===== config.mk =====
export PLATFORM = sky130hd
export DESIGN_NAME = ps2_key_event_sequencer_flat
export DESIGN_NICKNAME = d
export VERILOG_FILES = /design/src/rtl/ps2_key_event_sequencer_pkg.sv /design/src/rtl/ps2_key_event_sequencer_if.sv /design/src/rtl/ps2_key_event_sequencer_fifo.sv /design/src/rtl/ps2_key_event_sequencer.sv /design/src/flat_wrapper.sv
export SDC_FILE = /design/constraint.sdc
export NUM_CORES = 1
export LEC_CHECK = 0
export ABC_AREA = 1
export CAP_MARGIN = 0
export CORE_MARGIN = 5
export CORE_UTILIZATION = 40
export CTS_CLUSTER_DIAMETER = 30
export DETAILED_ROUTE_END_ITERATION = 6
export DONT_BUFFER_PORTS = 1
export SYNTH_ARGS = -nofsm -noshare
export SYNTH_HDL_FRONTEND = slang
export SYNTH_SLANG_ARGS = --single-unit

===== constraint.sdc =====
create_clock -name CLK -period 1.93 [get_ports CLK]
set_input_delay 0.4825 -clock CLK [delete_from_list [all_inputs] [get_ports CLK]]
set_output_delay 0.4825 -clock CLK [all_outputs]
set_load 0.02 [all_outputs]

===== src/rtl/ps2_key_event_sequencer_pkg.sv =====
// rtl/ps2_key_event_sequencer_pkg.sv - scan codes, sequencer state and event payload shared by the PS/2 key path
package ps2_pkg;

  localparam logic [7:0] SC_E0     = 8'hE0;
  localparam logic [7:0] SC_F0     = 8'hF0;
  localparam logic [7:0] SC_ACK    = 8'hFA;
  localparam logic [7:0] SC_BAT_OK = 8'hAA;
  localparam logic [7:0] SC_ECHO   = 8'hEE;
  localparam logic [7:0] SC_RESEND = 8'hFE;
  localparam logic [7:0] SC_ERR_LO = 8'h00;
  localparam logic [7:0] SC_ERR_HI = 8'hFF;
  localparam logic [7:0] SC_UP     = 8'h75;
  localparam logic [7:0] SC_DOWN   = 8'h72;
  localparam logic [7:0] SC_LEFT   = 8'h6B;
  localparam logic [7:0] SC_RIGHT  = 8'h74;
  localparam logic [7:0] SC_SPACE  = 8'h29;

  typedef enum logic [1:0] {
    ST_IDLE,
    ST_GOT_E0,
    ST_GOT_F0,
    ST_GOT_E0F0
  } ps2_seq_state_t;

  typedef struct packed {
    logic       brk;
    logic       ext;
    logic [7:0] code;
  } ps2_key_evt_t;

  // Keyboard housekeeping bytes that never describe a key when seen outside a prefix.
  function automatic logic is_protocol_byte(input logic [7:0] b);
    return (b == SC_ACK) || (b == SC_BAT_OK) || (b == SC_ECHO) ||
           (b == SC_RESEND) || (b == SC_ERR_LO) || (b == SC_ERR_HI);
  endfunction

  // One-hot position in {space, right, left, down, up}, zero for untracked keys.
  function automatic logic [4:0] game_key_mask(input ps2_key_evt_t e);
    logic [4:0] m;
    m = 5'b00000;
    if (e.ext) begin
      case (e.code)
        SC_UP:    m = 5'b00001;
        SC_DOWN:  m = 5'b00010;
        SC_LEFT:  m = 5'b00100;
        SC_RIGHT: m = 5'b01000;
        default:  m = 5'b00000;
      endcase
    end else if (e.code == SC_SPACE) begin
      m = 5'b10000;
    end
    return m;
  endfunction

endpackage


===== src/rtl/ps2_key_event_sequencer_if.sv =====
// rtl/ps2_key_event_sequencer_if.sv - byte input, event output and status bundle of the key sequencer
interface ps2_key_event_sequencer_if;

  logic       byte_valid;
  logic [7:0] byte_data;
  logic       byte_err;
  logic       clr_status;
  logic       evt_valid;
  logic       evt_ready;
  logic [7:0] evt_code;
  logic       evt_ext;
  logic       evt_break;
  logic [4:0] keys_held;
  logic       seq_err;
  logic       overflow;
  logic [7:0] rx_err_cnt;

  modport master (
    output byte_valid, byte_data, byte_err, clr_status, evt_ready,
    input  evt_valid, evt_code, evt_ext, evt_break, keys_held, seq_err, overflow, rx_err_cnt
  );

  modport slave (
    input  byte_valid, byte_data, byte_err, clr_status, evt_ready,
    output evt_valid, evt_code, evt_ext, evt_break, keys_held, seq_err, overflow, rx_err_cnt
  );

endinterface


===== src/rtl/ps2_key_event_sequencer_fifo.sv =====
// rtl/ps2_key_event_sequencer_fifo.sv - first-word fall-through FIFO of key events
module ps2_event_fifo
  import ps2_pkg::*;
#(
  parameter int DEPTH = 4
) (
  input  logic                       CLK,
  input  logic                       RESET_N,
  input  logic                       wr_en_i,
  input  ps2_key_evt_t               wr_data_i,
  input  logic                       rd_en_i,
  output ps2_key_evt_t               rd_data_o,
  output logic                       full_o,
  output logic                       empty_o,
  output logic [$clog2(DEPTH):0]     count_o
);

  localparam int AW = $clog2(DEPTH);
  localparam int CW = AW + 1;

  ps2_key_evt_t    mem_q [DEPTH];
  logic [AW-1:0]   wr_ptr_q, rd_ptr_q;
  logic [CW-1:0]   count_q;
  logic            do_pop, do_push;

  assign full_o    = (count_q == CW'(DEPTH));
  assign empty_o   = (count_q == '0);
  assign count_o   = count_q;
  assign rd_data_o = mem_q[rd_ptr_q];

  // A full FIFO still accepts a write when the head leaves on the same edge.
  assign do_pop  = rd_en_i & ~empty_o;
  assign do_push = wr_en_i & (~full_o | do_pop);

  always_ff @(posedge CLK or negedge RESET_N) begin
    if (!RESET_N) begin
      for (int i = 0; i < DEPTH; i++) mem_q[i] <= '0;
      wr_ptr_q <= '0;
      rd_ptr_q <= '0;
      count_q  <= '0;
    end else begin
      if (do_push) begin
        mem_q[wr_ptr_q] <= wr_data_i;
        wr_ptr_q        <= wr_ptr_q + AW'(1);
      end
      if (do_pop) rd_ptr_q <= rd_ptr_q + AW'(1);
      case ({do_push, do_pop})
        2'b10:   count_q <= count_q + CW'(1);
        2'b01:   count_q <= count_q - CW'(1);
        default: count_q <= count_q;
      endcase
    end
  end

endmodule


===== src/rtl/ps2_key_event_sequencer.sv =====
// rtl/ps2_key_event_sequencer.sv - turns PS/2 scan bytes into buffered make/break key events
module ps2_key_event_sequencer
  import ps2_pkg::*;
#(
  parameter int FIFO_DEPTH     = 4,
  parameter int TIMEOUT_CYCLES = 100000
) (
  input  logic                        CLK,
  input  logic                        RESET_N,
  ps2_key_event_sequencer_if.slave    bus
);

  localparam int TW = (TIMEOUT_CYCLES > 2) ? $clog2(TIMEOUT_CYCLES) : 1;
  localparam logic [TW-1:0] TMO_LAST = TW'(TIMEOUT_CYCLES - 1);
  localparam int CW = $clog2(FIFO_DEPTH) + 1;

  ps2_seq_state_t state_q;
  logic [TW-1:0]  tmo_q;
  logic [4:0]     keys_q;
  logic           seq_err_q, overflow_q;
  logic [7:0]     rx_err_cnt_q;

  logic           accept, rx_bad, timed_out;
  logic           emit, bad_prefix, is_e0, is_f0;
  ps2_key_evt_t   evt_d, head;
  logic           fifo_full, fifo_empty;
  logic [CW-1:0]  fifo_count;

  assign accept  = bus.byte_valid & ~bus.byte_err;
  assign rx_bad  = bus.byte_valid &  bus.byte_err;
  assign is_e0   = (bus.byte_data == SC_E0);
  assign is_f0   = (bus.byte_data == SC_F0);
  assign timed_out = (state_q != ST_IDLE) && !bus.byte_valid && (tmo_q == TMO_LAST);

  always_comb begin
    emit       = 1'b0;
    bad_prefix = 1'b0;
    evt_d      = '{brk: 1'b0, ext: 1'b0, code: bus.byte_data};
    if (accept) begin
      unique case (state_q)
        ST_IDLE:   emit = !is_e0 && !is_f0 && !is_protocol_byte(bus.byte_data);
        ST_GOT_E0: begin
          evt_d.ext  = 1'b1;
          emit       = !is_e0 && !is_f0;
          bad_prefix = is_e0;
        end
        ST_GOT_F0: begin
          evt_d.brk  = 1'b1;
          emit       = !is_e0 && !is_f0;
          bad_prefix = is_e0 || is_f0;
        end
        ST_GOT_E0F0: begin
          evt_d.brk  = 1'b1;
          evt_d.ext  = 1'b1;
          emit       = !is_e0 && !is_f0;
          bad_prefix = is_e0 || is_f0;
        end
      endcase
    end
  end

  always_ff @(posedge CLK or negedge RESET_N) begin
    if (!RESET_N) begin
      state_q <= ST_IDLE;
      tmo_q   <= '0;
    end else if (rx_bad) begin
      state_q <= ST_IDLE;
      tmo_q   <= '0;
    end else if (accept) begin
      tmo_q <= '0;
      unique case (state_q)
        ST_IDLE:     state_q <= is_e0 ? ST_GOT_E0 : (is_f0 ? ST_GOT_F0 : ST_IDLE);
        ST_GOT_E0:   state_q <= is_f0 ? ST_GOT_E0F0 : (is_e0 ? ST_GOT_E0 : ST_IDLE);
        ST_GOT_F0:   state_q <= ST_IDLE;
        ST_GOT_E0F0: state_q <= ST_IDLE;
      endcase
    end else if (timed_out) begin
      state_q <= ST_IDLE;
      tmo_q   <= '0;
    end else if (state_q != ST_IDLE) begin
      tmo_q <= tmo_q + TW'(1);
    end
  end

  // Held state follows every decoded event, whether or not the FIFO keeps it.
  always_ff @(posedge CLK or negedge RESET_N) begin
    if (!RESET_N) begin
      keys_q <= '0;
    end else if (emit) begin
      if (evt_d.brk) keys_q <= keys_q & ~game_key_mask(evt_d);
      else           keys_q <= keys_q |  game_key_mask(evt_d);
    end
  end

  always_ff @(posedge CLK or negedge RESET_N) begin
    if (!RESET_N) begin
      seq_err_q    <= 1'b0;
      overflow_q   <= 1'b0;
      rx_err_cnt_q <= '0;
    end else begin
      if (bad_prefix || timed_out) seq_err_q <= 1'b1;
      else if (bus.clr_status)     seq_err_q <= 1'b0;

      if (emit && fifo_full && !bus.evt_ready) overflow_q <= 1'b1;
      else if (bus.clr_status)                 overflow_q <= 1'b0;

      if (rx_bad)                  rx_err_cnt_q <= (rx_err_cnt_q == 8'hFF) ? 8'hFF : rx_err_cnt_q + 8'd1;
      else if (bus.clr_status)     rx_err_cnt_q <= '0;
    end
  end

  ps2_event_fifo #(.DEPTH(FIFO_DEPTH)) u_fifo (
    .CLK       (CLK),
    .RESET_N   (RESET_N),
    .wr_en_i   (emit),
    .wr_data_i (evt_d),
    .rd_en_i   (bus.evt_ready),
    .rd_data_o (head),
    .full_o    (fifo_full),
    .empty_o   (fifo_empty),
    .count_o   (fifo_count)
  );

  always_comb assert (fifo_full == (fifo_count == CW'(FIFO_DEPTH)));

  assign bus.evt_valid  = ~fifo_empty;
  assign bus.evt_code   = head.code;
  assign bus.evt_ext    = head.ext;
  assign bus.evt_break  = head.brk;
  assign bus.keys_held  = keys_q;
  assign bus.seq_err    = seq_err_q;
  assign bus.overflow   = overflow_q;
  assign bus.rx_err_cnt = rx_err_cnt_q;

endmodule


===== src/flat_wrapper.sv =====
// flat-port wrapper written by rule: the top's interface ports become plain ports
module ps2_key_event_sequencer_flat import ps2_pkg::*;
#(
  parameter int FIFO_DEPTH     = 4,
  parameter int TIMEOUT_CYCLES = 100000
)
  (CLK, RESET_N, bus_byte_valid, bus_byte_data, bus_byte_err, bus_clr_status, bus_evt_ready, bus_evt_valid, bus_evt_code, bus_evt_ext, bus_evt_break, bus_keys_held, bus_seq_err, bus_overflow, bus_rx_err_cnt);
  ps2_key_event_sequencer_if bus_i ();
  input  logic CLK;
  input  logic RESET_N;
  input wire logic [$bits(bus_i.byte_valid)-1:0] bus_byte_valid;
  input wire logic [$bits(bus_i.byte_data)-1:0] bus_byte_data;
  input wire logic [$bits(bus_i.byte_err)-1:0] bus_byte_err;
  input wire logic [$bits(bus_i.clr_status)-1:0] bus_clr_status;
  input wire logic [$bits(bus_i.evt_ready)-1:0] bus_evt_ready;
  output wire logic [$bits(bus_i.evt_valid)-1:0] bus_evt_valid;
  output wire logic [$bits(bus_i.evt_code)-1:0] bus_evt_code;
  output wire logic [$bits(bus_i.evt_ext)-1:0] bus_evt_ext;
  output wire logic [$bits(bus_i.evt_break)-1:0] bus_evt_break;
  output wire logic [$bits(bus_i.keys_held)-1:0] bus_keys_held;
  output wire logic [$bits(bus_i.seq_err)-1:0] bus_seq_err;
  output wire logic [$bits(bus_i.overflow)-1:0] bus_overflow;
  output wire logic [$bits(bus_i.rx_err_cnt)-1:0] bus_rx_err_cnt;
  assign bus_i.byte_valid = bus_byte_valid;
  assign bus_i.byte_data = bus_byte_data;
  assign bus_i.byte_err = bus_byte_err;
  assign bus_i.clr_status = bus_clr_status;
  assign bus_i.evt_ready = bus_evt_ready;
  assign bus_evt_valid = bus_i.evt_valid;
  assign bus_evt_code = bus_i.evt_code;
  assign bus_evt_ext = bus_i.evt_ext;
  assign bus_evt_break = bus_i.evt_break;
  assign bus_keys_held = bus_i.keys_held;
  assign bus_seq_err = bus_i.seq_err;
  assign bus_overflow = bus_i.overflow;
  assign bus_rx_err_cnt = bus_i.rx_err_cnt;
  ps2_key_event_sequencer #(.FIFO_DEPTH(FIFO_DEPTH), .TIMEOUT_CYCLES(TIMEOUT_CYCLES)) u_core (.CLK(CLK), .RESET_N(RESET_N), .bus(bus_i));
endmodule

==> flow_metrics.py, run 1 <==
metrics = {
    "clocking": {
        "cts_buffer_depth": 2,
        "insertion_delay_ns": 0.38,
        "h-tree-depth": 3,
        "cts_tree": "done",
        "clkSlewWorstSetupHoldPaths_ns": 0.10,
        "cts.sinks": 81,
        "root_buffer": "clkbuf_8",
        "cts_made_buffers": 9,
    },
    "sta": {
        "setup_viol": 0,
        "final_hold_viol_count": 81,
        "period_needed_ns": 1.92,
        "tightest_slew_ns": 0.499,
        "fin_hold_ws_ns": -0.209,
        "post-route-period-util_pct": 99.6,
        "setup_ws_ns": 0.00815,
        "setup_tns_ns": 0,
        "slew_viol_final": 0,
        "fmax_mhz": 520,
        "max-slew-margin-rel_pct": 66.7,
        "rsz0062_at_grt": "true",
        "final.setup_skew_ns": 0.0132,
    },
    "die": {
        "die-area_sq_um": 13100,
        "dieWidth_microns": 115,
        "start_util_pct": 40.5,
        "core_sq_um": 10800,
        "num_rows": 38,
        "die_h_microns": 115,
        "ios": 40,
    },
    "logic_synthesis": {
        "synth-edff-count": 0,
        "synthArstFlopShare_pct": 100,
        "synth-seq-cells": 81,
        "yosysWarnings": 0,
        "syn_area_sq_um": 4380,
        "synthesis.nets": 588,
        "synth.area.top_cells": "dfrtp_1 (46%), nand2_1 (14%), nand4_1 (7.0%)",
        "ys_seq_area_share_pct": 46.3,
        "avgSynthCellArea_sq_um": 7.73,
        "synth_cell_types": 32,
        "yosysTopAreaCell": "dfrtp_1",
        "ys.flop_type": "dfrtp_1",
        "synth_cells": 566,
        "synth_top_area_share_pct": 46.3,
    },
    "worst_hold_path": {
        "hold_class": "primary input to async pin",
    },
    "finish": {
        "final_cell_mix": "nand2_1 (154), dfrtp_1 (80), buf_4 (54)",
        "syn_to_final_growth_pct": 24.0,
        "drive_above_1_share_pct": 22.6,
        "final_cell_area_sq_um": 5430,
        "ff_latch_area_sq_um": 2030,
        "final_common_cell": "nand2_1",
        "fillers": 1067,
        "antenna_cells": 0,
        "multi_input_area_sq_um": 2200,
        "nets": 641,
    },
    "drt": {
        "route.detailed.drc": 0,
        "drt_iter0_drc": 212,
        "ant_nets": 0,
        "wirelength_microns": 11700,
        "routedWlPerCell_microns": 15.4,
        "dr.pass1.iters": 5,
        "num_vias": 4003,
        "viasPerCell": 5.24,
    },
    "placement": {
        "portBuffers": 0,
        "hpwl_microns": 8090,
        "gp_congestion": 0.847,
        "place_ws_ns": -0.284,
        "placed_cell_area_sq_um": 4960,
    },
    "worst_setup_path": {
        "crit_required_ns": 1.45,
        "reg2reg_depth": 11,
        "cp.arrival_ns": 1.44,
        "start_kind": "flop",
        "critical_path_class": "flop to output port",
        "critPathCaptureType": "output port",
        "cp_max_fo": 5,
    },
    "global_route": {
        "grt_usage_pct": 19.0,
        "grt_pass1_vias": 3912,
        "grt_max_degree": 82,
        "antenna_found_initial": 0,
        "grt_pass1_wl_microns": 19400,
        "grt_overflow": 0,
    },
    "pwr": {
        "leakage_nw": 2.59,
        "powerDensity_nw_per_um2": 1250,
        "ir_drop_v": 0.000672,
    },
    "flow_run": {
        "cap_violations": 0,
    },
    "run_status": {
        "violations": "negative hold slack",
        "status": "finished with violations",
    },
}
[timing repair]
item / in CTS / in global routing
setup endpoints to repair: 11 / 12
cloned: 1 / 1
pin swaps: 6 / 16
hold endpoints to repair: 81 / 81
gates resized for setup: 15 / 54
buffers inserted: 5 / 1
[sequential cells by signal, indices dropped and copies added, names as in the netlist, named ones only]
register                flops
u_core.u_fifo.mem_q        40
u_core.tmo_q               17
u_core.bus.rx_err_cnt       8
u_core.u_fifo.count_o       3
u_core.state_q              2
u_core.u_fifo.rd_ptr_q      2
u_core.u_fifo.wr_ptr_q      2
u_core.bus.overflow         1
u_core.bus.seq_err          1
[final timing paths]
check	start	end	slack (ns)
min reg2reg	u_core.u_fifo.mem_q[13]$_DFFE_PN0P_	u_core.u_fifo.mem_q[13]$_DFFE_PN0P_	0.49
min in group CLK	bus_clr_status	u_core.bus.overflow$_DFFE_PN0P_	0.22
max in group asynchronous	RESET_N	u_core.tmo_q[5]$_DFFE_PN0P_	2.01
min	RESET_N	u_core.u_fifo.mem_q[34]$_DFFE_PN0P_	-0.21
max	u_core.u_fifo.rd_ptr_q[0]$_DFFE_PN0P_	bus_evt_code[6]	0.008
max reg2reg	u_core.u_fifo.count_o[1]$_DFFE_PN0P_	u_core.u_fifo.count_o[2]$_DFFE_PN0P_	0.03
[per-layer routing]
layer  track usage [%]  vias up  wire length, microns  part of all wire (%)
met5                 0        -                     0                     0
met3              4.55       16                   550                   4.7
met4              7.05        0                   246                   2.1
li1                  -     1996                     -                     -
met2              33.1       79                  6140                    52
met1              22.6     1912                  4790                    41
[cell families after synthesis]
group | count (synthesis) | synth area share (%)
compound gates | 71 | 9.24
xor+xnor | 7 | 1.40
fa+ha+maj | 8 | 2.46
buf+inv | 77 | 7.55
flops | 81 | 46.3
simple gates | 322 | 33.0
[Yosys cell counts (all sizes together) (2+ instances only)]
master	number
inv	51
o21ai	41
nand2	162
nor3	16
nor2	68
nand3	13
o22ai	13
nand4	53
clkbuf	12
ha	7
nand3b	2
buf	14
nor4	6
xor2	6
o211ai	2
dfrtp	81
o21a	2
a21oi	10
[per-stage QoR]
step / util [%] / instances / power [mW]
detailed placement: 46.0 / 742 / 4.85
global placement: 46.0 / 742 / 4.79
floorplan: - / 566 / 3.88
CTS: 48.8 / 763 / 6.40
global route: 50.3 / 764 / 7.22
finish: 50.3 / 764 / 6.76
[report_power, final]
group          internal, mW  switching [mW]  total (mW)  leakage [nW]
clock network         0.635           0.659        1.29        0.0949
registers              2.10           0.309        2.41          1.07
logic                  1.39            1.67        3.05          1.43
[critical path: stages, from the launching register on]
cell and delay, ns:
dfrtp_2 0.43, clkinv_4 0.11, clkbuf_16 0.18, o21ai_2 0.12, o22ai_2 0.09, buf_6 0.14
[layout make-up]
class / instances / share of cell area, %
flip-flops and latches: 81 / 37.4
multi-input cells: 408 / 40.5
well taps: 140 / 3.23
clock buffers: 10 / 2.54
clock inverters: 6 / 1.22
inverters: 51 / 3.71
repair buffers: 68 / 11.4
Power figures use the tool's default switching activity.
==> inputs of run 2 (changes only) <==
--- a/config.mk
+++ b/config.mk
@@ -5,7 +5,7 @@
 export SDC_FILE = /design/constraint.sdc
 export NUM_CORES = 1
 export LEC_CHECK = 0
-export ABC_AREA = 1
+export ABC_AREA = 0
 export CAP_MARGIN = 0
 export CORE_MARGIN = 5
 export CORE_UTILIZATION = 40
==> flow_metrics.py, run 2 <==
metrics = {
    "run_status": {
        "status": "finished with violations",
        "violations": "negative hold slack, negative setup slack",
    },
    "pwr": {
        "p_int_mw": 3.81,
        "swShare_pct": 31.0,
        "seq_power_share_pct": 43.6,
        "ir_drop_v": 0.000473,
        "powerDensity_nw_per_um2": 1190,
        "leakage_nw": 2.02,
        "p_total_mw": 5.53,
        "p_comb_share_pct": 34.9,
        "pwr-share-clk_pct": 21.5,
        "p_sw_mw": 1.72,
    },
    "logic_synthesis": {
        "avgSynthCellArea_sq_um": 12.2,
        "synth_top_area_share_pct": 49.3,
        "yosysTopAreaCell": "dfrtp_1",
        "synth_cells": 336,
        "yosysWarnings": 0,
        "syn_area_sq_um": 4110,
        "synth-edff-count": 0,
        "ys.flop_type": "dfrtp_1",
        "synth.area.top_cells": "dfrtp_1 (49%), mux2_2 (8.2%), mux4_2 (5.5%)",
        "synth_cell_types": 54,
        "synthMostInstantiatedCell": "dfrtp_1",
        "synth-seq-cells": 81,
        "ys_seq_area_share_pct": 49.3,
        "synth.cells.most_frequent": "dfrtp_1 (81), mux2_2 (30), nor2_1 (24)",
        "synthesis.nets": 358,
        "synthArstFlopShare_pct": 100,
    },
    "global_route": {
        "grt_overflow": 0,
        "grt_pass1_vias": 2650,
        "grtUsageMet1_pct": 18.4,
        "grt_max_degree": 82,
        "busiest_layer": "met2",
        "grt_pass1_wl_microns": 14000,
        "grt_usage_pct": 14.1,
        "antenna_found_initial": 0,
        "met3_usage_pct": 4.51,
        "met2_usage_pct": 22.7,
    },
    "worst_setup_path": {
        "crit_end": "u_core.u_fifo.count_o[2]$_DFFE_PN0P_",
        "critical-path-max-stage-delay_ns": 0.55,
        "cp_max_fo": 2,
        "r2r-end": "u_core.u_fifo.count_o[2]$_DFFE_PN0P_",
        "cp_slowest_cell": "or4b_4",
        "crit_family": "simple AND/OR/NAND/NOR gates",
        "crit_buf_inv": 1,
        "crit_top_cell": "xor2_1",
        "start_kind": "flop",
        "startpoint": "u_core.u_fifo.count_o[0]$_DFFE_PN0P_",
        "critical_path_cell_count": 8,
        "cp.arrival_ns": 2.29,
        "critPathCaptureType": "flop",
        "reg2reg_depth": 8,
        "rr_startpoint": "u_core.u_fifo.count_o[0]$_DFFE_PN0P_",
        "path_cells": "or4b_4 -> nand3_4 -> ha_4 -> inv_2 -> fa_2 -> xor2_1 -> nor2_1 -> xor2_1",
        "r2r_slack_ns": -0.07,
        "critical_path_class": "flop to flop",
        "crit_required_ns": 2.22,
    },
    "finish": {
        "final_common_cell": "dfrtp_1",
        "ff_latch_area_sq_um": 2030,
        "final_cell_mix": "dfrtp_1 (81), mux2_2 (30), nor2_1 (24)",
        "final_cell_area_sq_um": 4640,
        "antenna_cells": 0,
        "final-instance-count-excl-fill": 496,
        "largest_register_ffs": 40,
        "drive_above_1_share_pct": 31.7,
        "nets": 377,
        "multi_input_area_sq_um": 1990,
        "fillers": 944,
        "utilization_pct": 45.6,
        "syn_to_final_growth_pct": 13.0,
        "regMostFlops": "u_core.u_fifo.mem_q",
    },
    "die": {
        "die-area_sq_um": 12400,
        "start_util_pct": 40.3,
        "ios": 40,
        "dieWidth_microns": 111,
        "core_sq_um": 10200,
        "num_rows": 37,
        "die_h_microns": 111,
    },
    "drt": {
        "num_vias": 2605,
        "drt_iter0_drc": 101,
        "viasPerCell": 5.25,
        "dr.pass1.iters": 4,
        "ant_nets": 0,
        "routedWlPerCell_microns": 16.8,
        "wirelength_microns": 8330,
        "route.detailed.drc": 0,
    },
    "clocking": {
        "cts.sinks": 81,
        "insertion_delay_ns": 0.35,
        "cts_tree": "done",
        "clkSlewWorstSetupHoldPaths_ns": 0.09,
        "h-tree-depth": 3,
        "cts_buffer_depth": 2,
        "cts_made_buffers": 9,
        "root_buffer": "clkbuf_8",
    },
    "sta": {
        "setup_viol": 11,
        "fin_hold_ws_ns": -0.185,
        "fmax_mhz": 500,
        "tightest_slew_ns": 0.507,
        "rsz0062_at_grt": "true",
        "final.setup_skew_ns": 0.0139,
        "slew_viol_final": 0,
        "post-route-period-util_pct": 104,
        "final_hold_viol_count": 81,
        "max-slew-margin-rel_pct": 65.9,
        "period_needed_ns": 2.00,
        "setup_ws_ns": -0.0700,
    },
    "placement": {
        "dp_cells": 478,
        "place_ws_ns": -0.349,
        "hpwl_microns": 5820,
        "placed_cell_area_sq_um": 4410,
        "portBuffers": 0,
        "gp_congestion": 0.752,
    },
    "worst_hold_path": {
        "hold_class": "primary input to async pin",
    },
    "flow_run": {
        "cap_violations": 0,
    },
}
==> run 2: changes by cell type after synthesis, moves of 10 or more <==
cell	before	now
inv_1	50	14
mux2_2	0	30
mux2_4	0	12
mux4_2	0	10
nand2_1	160	21
nand4_1	49	5
nor2_1	64	24
nor3_1	16	6
o21ai_0	41	6
o22ai_1	13	2
==> run 2: per-layer routing <==
metal | share of wire [%] | up-vias | wire length, microns
met5 | 0 | - | 0
met4 | 0.96 | 0 | 80
met3 | 4.4 | 8 | 367
met2 | 49 | 35 | 4060
met1 | 46 | 1312 | 3820
li1 | - | 1250 | -
==> run 2: layout make-up <==
class / instances / area share, %
Multi-Input combinational cell: 224 / 42.9
Timing Repair Buffer: 25 / 4.66
Clock inverter: 5 / 1.21
Tap cell: 136 / 3.66
Clock buffer: 11 / 2.83
Inverter: 14 / 1.13
Sequential cell: 81 / 43.6
==> run 2: cell families (layout without fill, tap and decap cells) <==
| kind of cell | after synthesis | count (layout) | share of synthesized area [%] |
|---|---|---|---|
| DFF | 81 | 81 | 49.3 |
| buffers and inverters | 31 | 55 | 3.41 |
| muxes | 53 | 53 | 18.3 |
| xor gates and xnor gates | 21 | 21 | 4.48 |
| AOI/OAI and AO/OA | 37 | 37 | 6.49 |
| and+or+nand+nor | 105 | 105 | 15.3 |
| adders and majority gates | 8 | 8 | 2.62 |
==> run 2: worst min-delay path by stage <==
stage | slack [ns] | startpoint | endpoint | depth (start not counted)
2_1_floorplan | 0.19 | RESET_N | async pin | 0
4_1_cts | -0.20 | RESET_N | u_core.bus.rx_err_cnt[1]$_DFFE_PN0P_ | 0
6_report | -0.19 | RESET_N | u_core.u_fifo.mem_q[36]$_DFFE_PN0P_ | 0
3_3_place_gp | 0.19 | RESET_N | u_core.u_fifo.mem_q[23]$_DFFE_PN0P_ | 0
5_1_grt | -0.21 | RESET_N | u_core.u_fifo.mem_q[13]$_DFFE_PN0P_ | 0
3_5_place_dp | 0.19 | RESET_N | u_core.u_fifo.mem_q[36]$_DFFE_PN0P_ | 0
==> run 2: power by group through the flow <==
stage | clock [mW] | combinational [mW] | sequential (mW)
after floorplan | 0 | 1.52 | 2.37
after global placement | 0 | 1.87 | 2.42
after detailed placement | 0 | 1.91 | 2.44
after CTS | 1.23 | 1.94 | 2.41
after global routing | 1.31 | 2.07 | 2.47
final | 1.19 | 1.93 | 2.41
==> run 2: through the flow <==
step,hold slack (ns),setup TNS [ns]
after detailed placement,0.190,-5.78
after global routing,-0.209,-1.08
after CTS,-0.198,-0.689
after floorplan,0.187,-0.829
final,-0.185,-0.356
after global placement,0.190,-5.28
==> run 2: repair_timing <==
action                                  CTS  global route
endpoints found under the setup margin   55            29
buffers inserted                          1             1
resized for setup                         4             3
endpoints found under the hold margin    81            81
pin swaps                                 6             1
